==> src/rtl/fish_motion_ctrl.sv <==
// Fish sprite motion controller: spawn, horizontal swim, hook detection, reel-in and catch counting.
// Optional FISH_WOBBLE_EN adds a 2-pixel vertical wobble while swimming.
module fish_motion_ctrl #(
    parameter int SCREEN_W  = 640,
    parameter int FISH_W    = 40,
    parameter int FISH_H    = 33,
    parameter int SWIM_STEP = 2,
    parameter int RISE_STEP = 4,
    parameter int SURFACE_V = 80,
    parameter int HOOK_OFS  = 16
) (
    input  logic       clk,
    input  logic       rst_n,
    input  logic       tick_i,
    input  logic       spawn_req_i,
    input  logic       spawn_dir_i,
    input  logic [9:0] spawn_v_i,
    input  logic       hook_active_i,
    input  logic [9:0] hook_h_i,
    input  logic [9:0] hook_v_i,
    output logic [9:0] fish_h_position_o,
    output logic [9:0] fish_v_position_o,
    output logic [1:0] fish_way_o,
    output logic       fish_appear_o,
    output logic       caught_o,
    output logic       escaped_o,
    output logic [7:0] catch_count_o
);

    typedef enum logic [2:0] {S_IDLE, S_SWIM_L, S_SWIM_R, S_HOOKED, S_CAUGHT} state_t;

    localparam logic [9:0] RIGHT_EDGE = 10'(SCREEN_W + FISH_W);
    localparam logic [9:0] REEL_LIMIT = 10'(SURFACE_V + RISE_STEP);

    state_t      state_q, state_d;
    logic [9:0]  h_q, h_d, v_q, v_d;
    logic [1:0]  way_q, way_d;
    logic        esc_q, esc_d;
    logic [7:0]  cnt_q, cnt_d;
    logic [9:0]  v_drv;
    logic [10:0] hook_sum;
    logic [9:0]  hook_track;
    logic        col_hit, row_hit, hit;
    logic        swimming;

    assign swimming = (state_q == S_SWIM_L) || (state_q == S_SWIM_R);

`ifdef FISH_WOBBLE_EN
    logic [3:0] wob_q, wob_d;
    assign v_drv = v_q + ((swimming && wob_q[3]) ? 10'd2 : 10'd0);
`else
    assign v_drv = v_q;
`endif

    assign hook_sum   = {1'b0, hook_h_i} + 11'(HOOK_OFS);
    assign hook_track = hook_sum[10] ? 10'h3FF : hook_sum[9:0];

    // Widened compares so a fish near column 0 needs no wrap-around.
    assign col_hit = ({1'b0, hook_h_i} + 11'(FISH_W) >= {1'b0, h_q}) && (hook_h_i < h_q);
    assign row_hit = (hook_v_i >= v_drv) && ({1'b0, hook_v_i} <= {1'b0, v_drv} + 11'(FISH_H - 1));
    assign hit     = hook_active_i && col_hit && row_hit;

    always_ff @(posedge clk or negedge rst_n) begin
        if (!rst_n) begin
            state_q <= S_IDLE;
            h_q     <= '0;
            v_q     <= '0;
            way_q   <= '0;
            esc_q   <= 1'b0;
            cnt_q   <= '0;
`ifdef FISH_WOBBLE_EN
            wob_q   <= '0;
`endif
        end else begin
            state_q <= state_d;
            h_q     <= h_d;
            v_q     <= v_d;
            way_q   <= way_d;
            esc_q   <= esc_d;
            cnt_q   <= cnt_d;
`ifdef FISH_WOBBLE_EN
            wob_q   <= wob_d;
`endif
        end
    end

    always_comb begin
        state_d = state_q;
        h_d     = h_q;
        v_d     = v_q;
        way_d   = way_q;
        esc_d   = 1'b0;
        cnt_d   = cnt_q;
`ifdef FISH_WOBBLE_EN
        wob_d   = wob_q;
`endif
        case (state_q)
            S_IDLE: begin
                if (spawn_req_i) begin
                    v_d = spawn_v_i;
`ifdef FISH_WOBBLE_EN
                    wob_d = '0;
`endif
                    if (spawn_dir_i) begin
                        h_d = '0;          way_d = 2'd1; state_d = S_SWIM_R;
                    end else begin
                        h_d = RIGHT_EDGE;  way_d = 2'd0; state_d = S_SWIM_L;
                    end
                end
            end
            S_SWIM_L, S_SWIM_R: begin
                if (tick_i) begin
`ifdef FISH_WOBBLE_EN
                    wob_d = wob_q + 4'd1;
`endif
                    if (hit) begin
                        state_d = S_HOOKED;
                        way_d   = 2'd2;
                        h_d     = hook_track;
                        v_d     = hook_v_i;
                    end else if ((state_q == S_SWIM_L && h_q < 10'(SWIM_STEP)) ||
                                 (state_q == S_SWIM_R && h_q >= RIGHT_EDGE)) begin
                        esc_d   = 1'b1;
                        state_d = S_IDLE;
                    end else if (state_q == S_SWIM_L) begin
                        h_d = h_q - 10'(SWIM_STEP);
                    end else begin
                        h_d = h_q + 10'(SWIM_STEP);
                    end
                end
            end
            S_HOOKED: begin
                if (!hook_active_i) begin
                    esc_d   = 1'b1;
                    state_d = S_IDLE;
                end else if (tick_i) begin
                    h_d = hook_track;
                    if (v_q <= REEL_LIMIT) begin
                        v_d     = 10'(SURFACE_V);
                        state_d = S_CAUGHT;
                    end else begin
                        v_d = v_q - 10'(RISE_STEP);
                    end
                end
            end
            S_CAUGHT: begin
                state_d = S_IDLE;
                if (cnt_q != 8'hFF) cnt_d = cnt_q + 8'd1;
            end
            default: state_d = S_IDLE;
        endcase
    end

    always_comb begin
        fish_h_position_o = h_q;
        fish_v_position_o = v_drv;
        fish_way_o        = way_q;
        fish_appear_o     = (state_q != S_IDLE);
        caught_o          = (state_q == S_CAUGHT);
        escaped_o         = esc_q;
        catch_count_o     = cnt_q;
    end

endmodule

==> config.mk <==
export PLATFORM = sky130hd
export DESIGN_NAME = fish_motion_ctrl
export DESIGN_NICKNAME = d
export VERILOG_FILES = /design/src/rtl/fish_motion_ctrl.sv
export SDC_FILE = /design/constraint.sdc
export NUM_CORES = 1
export LEC_CHECK = 0
export ABC_AREA = 0
export BUFFER_PORTS_ARGS = -buffer_cell sky130_fd_sc_hd__buf_2
export CAP_MARGIN = 20
export CORE_ASPECT_RATIO = 1.5
export CORE_MARGIN = 2
export CORE_UTILIZATION = 60
export CTS_CLUSTER_SIZE = 24
export DETAILED_ROUTE_END_ITERATION = 16
export PLACE_DENSITY = 0.95
export SYNTH_ARGS = -nofsm -noshare
export SYNTH_HDL_FRONTEND = slang
export SYNTH_SLANG_ARGS = --single-unit
export TNS_END_PERCENT = 20
==> constraint.sdc <==
create_clock -name clk -period 5.8 [get_ports clk]
set_clock_uncertainty 0.1 [all_clocks]
set_input_delay 1.16 -clock clk [delete_from_list [all_inputs] [get_ports clk]]
set_output_delay 1.16 -clock clk [all_outputs]
set_load 0.01 [all_outputs]
==> flow_summary.toml <==
[status]
status = "finished clean"

[cells_and_area]
fill_cells = 497
final_cells = 581
antennaDiodeCount = 0
drive_gt1_share_pct = 19.3
fin_nets = 584
area_growth_syn_to_layout_pct = 13.8

[clock_network]
cts_resized = 0
cts_setup_buffers = 0
cts-root-buf = "clkbuf_8"
clock_path_buffers = 2
ctsHoldBuffers = 0
path_clk_slew_ns = 0.08
cts_tree = "yes"
clock_latency_ns = 0.30
clock_sinks = 34
htree_levels = 2
numCtsBuffers = 5

[setup_path]
cpLargestDelayFamily = "simple AND/OR/NAND/NOR gates"
critPathBufInv = 2
critPathKind = "input pin to flop"
arrival_ns = 4.30
critPathLaunchType = "input pin"
critPathSlowestCell = "nor4_1"
crit_chain = "buf_2, inv_1, ha_1, a21oi_1, nand3b_1, xnor2_1, ha_1, nand3_1, nor4_1, or2_2, a31oi_1, nor2_2, mux2_2"
required_ns = 5.88
cp-end-kind = "flop"
critical_path.startpoint = "hook_h_i[5]"
cpMostUsedCell = "ha_1"
slowest_delay_ns = 0.54
r2r_start = "fish_v_position_o[5]$_DFFE_PN0P_"
crit_path_max_fanout = 10

[route]
first_pass_iters = 5
wl_met1_mm = 4.12
drtAntennaViolNets = 0
route.met3.wl_um = 714
wl_met2_mm = 5.95
routed_wl_mm = 11.6
top_layer = "met4"
wl_per_cell_um = 19.9
first_iter_violations = 280
vias = 4009
drc_errors = 0
viasPerCell = 6.90

[floorplanning]
io_pins = 69
initial_utilization_pct = 61.1
core_um2 = 6040
dieArea_um2 = 6810
num_rows = 35
die-height_um = 100
chipWidth_um = 68.0

[sta]
fin_tns_setup_ns = 0
slew_violations = 0
tightest_slew_ns = 1.05
hold_viol = 0
rsz0062_at_grt = "false"
maxSlewHeadroom_pct = 29.6
finalSetupViolCount = 0
period_minus_slack_ns = 4.22
fmax_ghz = 0.237
period_share_pct = 72.7
layout_setup_ws_ns = 1.59

[global_routing]
track_usage_pct = 34.6
antenna_found_initial = 0
grt_pass1_vias = 3830
grt_pass1_wl_mm = 18.1
grt_max_degree = 35
grt-ovfl-total = 0

[pwr]
p_leak_nw = 1.94
powerDensity_nw_per_um2 = 510
ir_worst_vdd_mv = 0.231

[synth]
yosys_warnings = 0
ys_seq_elements = 34
synth_top_family_by_area = "compound AO/OA/AOI/OAI gates"
synthSimpleGateAreaFrac_pct = 20.7
synthTopCellsByArea = "dfrtp_1 (23%), ha_1 (14%), mux2i_1 (3.8%)"
netlist_area_um2 = 3690
synth_top_area_cell = "dfrtp_1"
synth_edf_count = 0
yosysMostFrequentCell = "ha_1"
synth_top_area_share_pct = 23.1
synth_compound_area_share_pct = 27.0
synth_nets = 525
ys_seq_area_share_pct = 23.1
ys_async_sr_fraction_pct = 100
synth_xor_xnor_area_share_pct = 4.04
synth_mux_area_share_pct = 5.32
synth_flop_cell = "dfrtp_1"
syn_inst = 447
synth_fa_ha_area_share_pct = 14.2
synth_cell_types = 63
ys_top_cells_by_count = "ha_1 (42), inv_1 (35), dfrtp_1 (34)"
avgSynthCellArea_um2 = 8.25

[place]
hpwl_mm = 8.54
dp.cells = 573
pre_cts_slack_ns = 1.36
place.gp.congestion = 0.989
portBuffers = 68

[worst_hold_path]
hp-start = "catch_count_o[4]$_DFFE_PN0P_"
hp-class = "flop to flop"

[job]
drv_cap = 0
==> power breakdown <==
| part | switching [W] | leakage, nW | total, W | internal (W) |
|---|---|---|---|---|
| Clock | 0.0000976 | 0.0714 | 0.000281 | 0.000183 |
| Sequential | 0.000166 | 0.442 | 0.000486 | 0.000320 |
| Combinational | 0.000833 | 1.42 | 0.00137 | 0.000541 |
| Total | 0.00110 | 1.94 | 0.00214 | 0.00104 |
==> through the flow <==
stage          utilization (%)  hold slack [ns]  cell area [um^2]  power [W]
2_1_floorplan                -            0.422              3690    0.00142
3_3_place_gp              67.1            0.379              4060    0.00174
3_5_place_dp              67.1            0.386              4060    0.00180
4_1_cts                   69.5            0.401              4200    0.00210
5_1_grt                   69.5            0.440              4200    0.00227
6_report                  69.5            0.399              4200    0.00214
==> placed cells by master, fill, tap and decap left out, types with 3 or more instances in the layout <==
master,Yosys,routed
a221oi_1,6,6
o221ai_1,3,3
a211oi_1,6,6
nand4_1,14,14
o21ai_0,20,20
mux2i_1,14,14
o21ai_1,7,7
o21a_1,3,3
nand2_1,22,22
o31ai_1,5,5
buf_2,6,68
a21oi_1,26,26
nand2b_1,5,5
nor2b_1,14,14
o211ai_1,6,6
xnor2_1,15,15
nand3b_1,4,4
ha_1,42,42
a31o_2,3,3
dfrtp_1,34,34
o22ai_1,3,3
nand3_1,20,20
o32ai_1,3,3
a21o_1,6,6
mux2_2,4,4
clkbuf_8,0,6
nor4_1,5,5
inv_1,35,35
a22o_1,9,9
nor2_1,26,26
a22oi_1,5,5
nor3_1,17,17
and3_1,4,4
a31oi_1,11,11
==> kinds of logic (layout without fill, tap and decap cells) <==
family          count (synthesis)  in the layout
buf+inv                        53            113
compound gates                138            138
fa+ha+maj                      42             42
simple gates                  144            144
mux                            19             19
flops                          34             34
xor+xnor                       17             17
==> path summary, 6_finish.rpt <==
check                                                         to  slack, ns  depth (start not counted)
worst min-delay path                catch_count_o[4]$_DFFE_PN0P_       0.40                          1
max in group asynchronous                 state_q[0]$_DFFE_PN0P_       4.25                          1
min in group asynchronous       fish_v_position_o[3]$_DFFE_PN0P_       0.83                          1
worst min register to register      catch_count_o[4]$_DFFE_PN0P_       0.40                          1
worst max register to register  fish_h_position_o[3]$_DFFE_PN0P_       2.09                         11
worst max-delay path            fish_h_position_o[3]$_DFFE_PN0P_       1.59                         13
==> per-layer routing <==
| layer | track usage (%) | vias to the layer above |
|---|---|---|
| met5 | 0 | - |
| met4 | 24.2 | 0 |
| met3 | 4.26 | 72 |
| met2 | 60.4 | 249 |
| met1 | 37.2 | 1875 |
| li1 | - | 1813 |
==> final cells by class <==
cell class	count	area [um^2]	area share [%]
clock inverters	2	60.1	1.43
multi-input cells	360	2630	62.6
inverters	36	135	3.22
repair buffers	69	348	8.29
flip-flops and latches	34	851	20.3
well taps	74	92.6	2.21
clock buffers	6	82.6	1.97
==> state kept, by name, summed over array words and instances, names as in the netlist <==
| register | flops |
|---|---|
| fish_h_position_o | 10 |
| fish_way_o | 2 |
| fish_v_position_o | 10 |
| escaped_o | 1 |
| state_q | 3 |
| catch_count_o | 8 |
No activity file was read; power rests on OpenSTA's default activity.
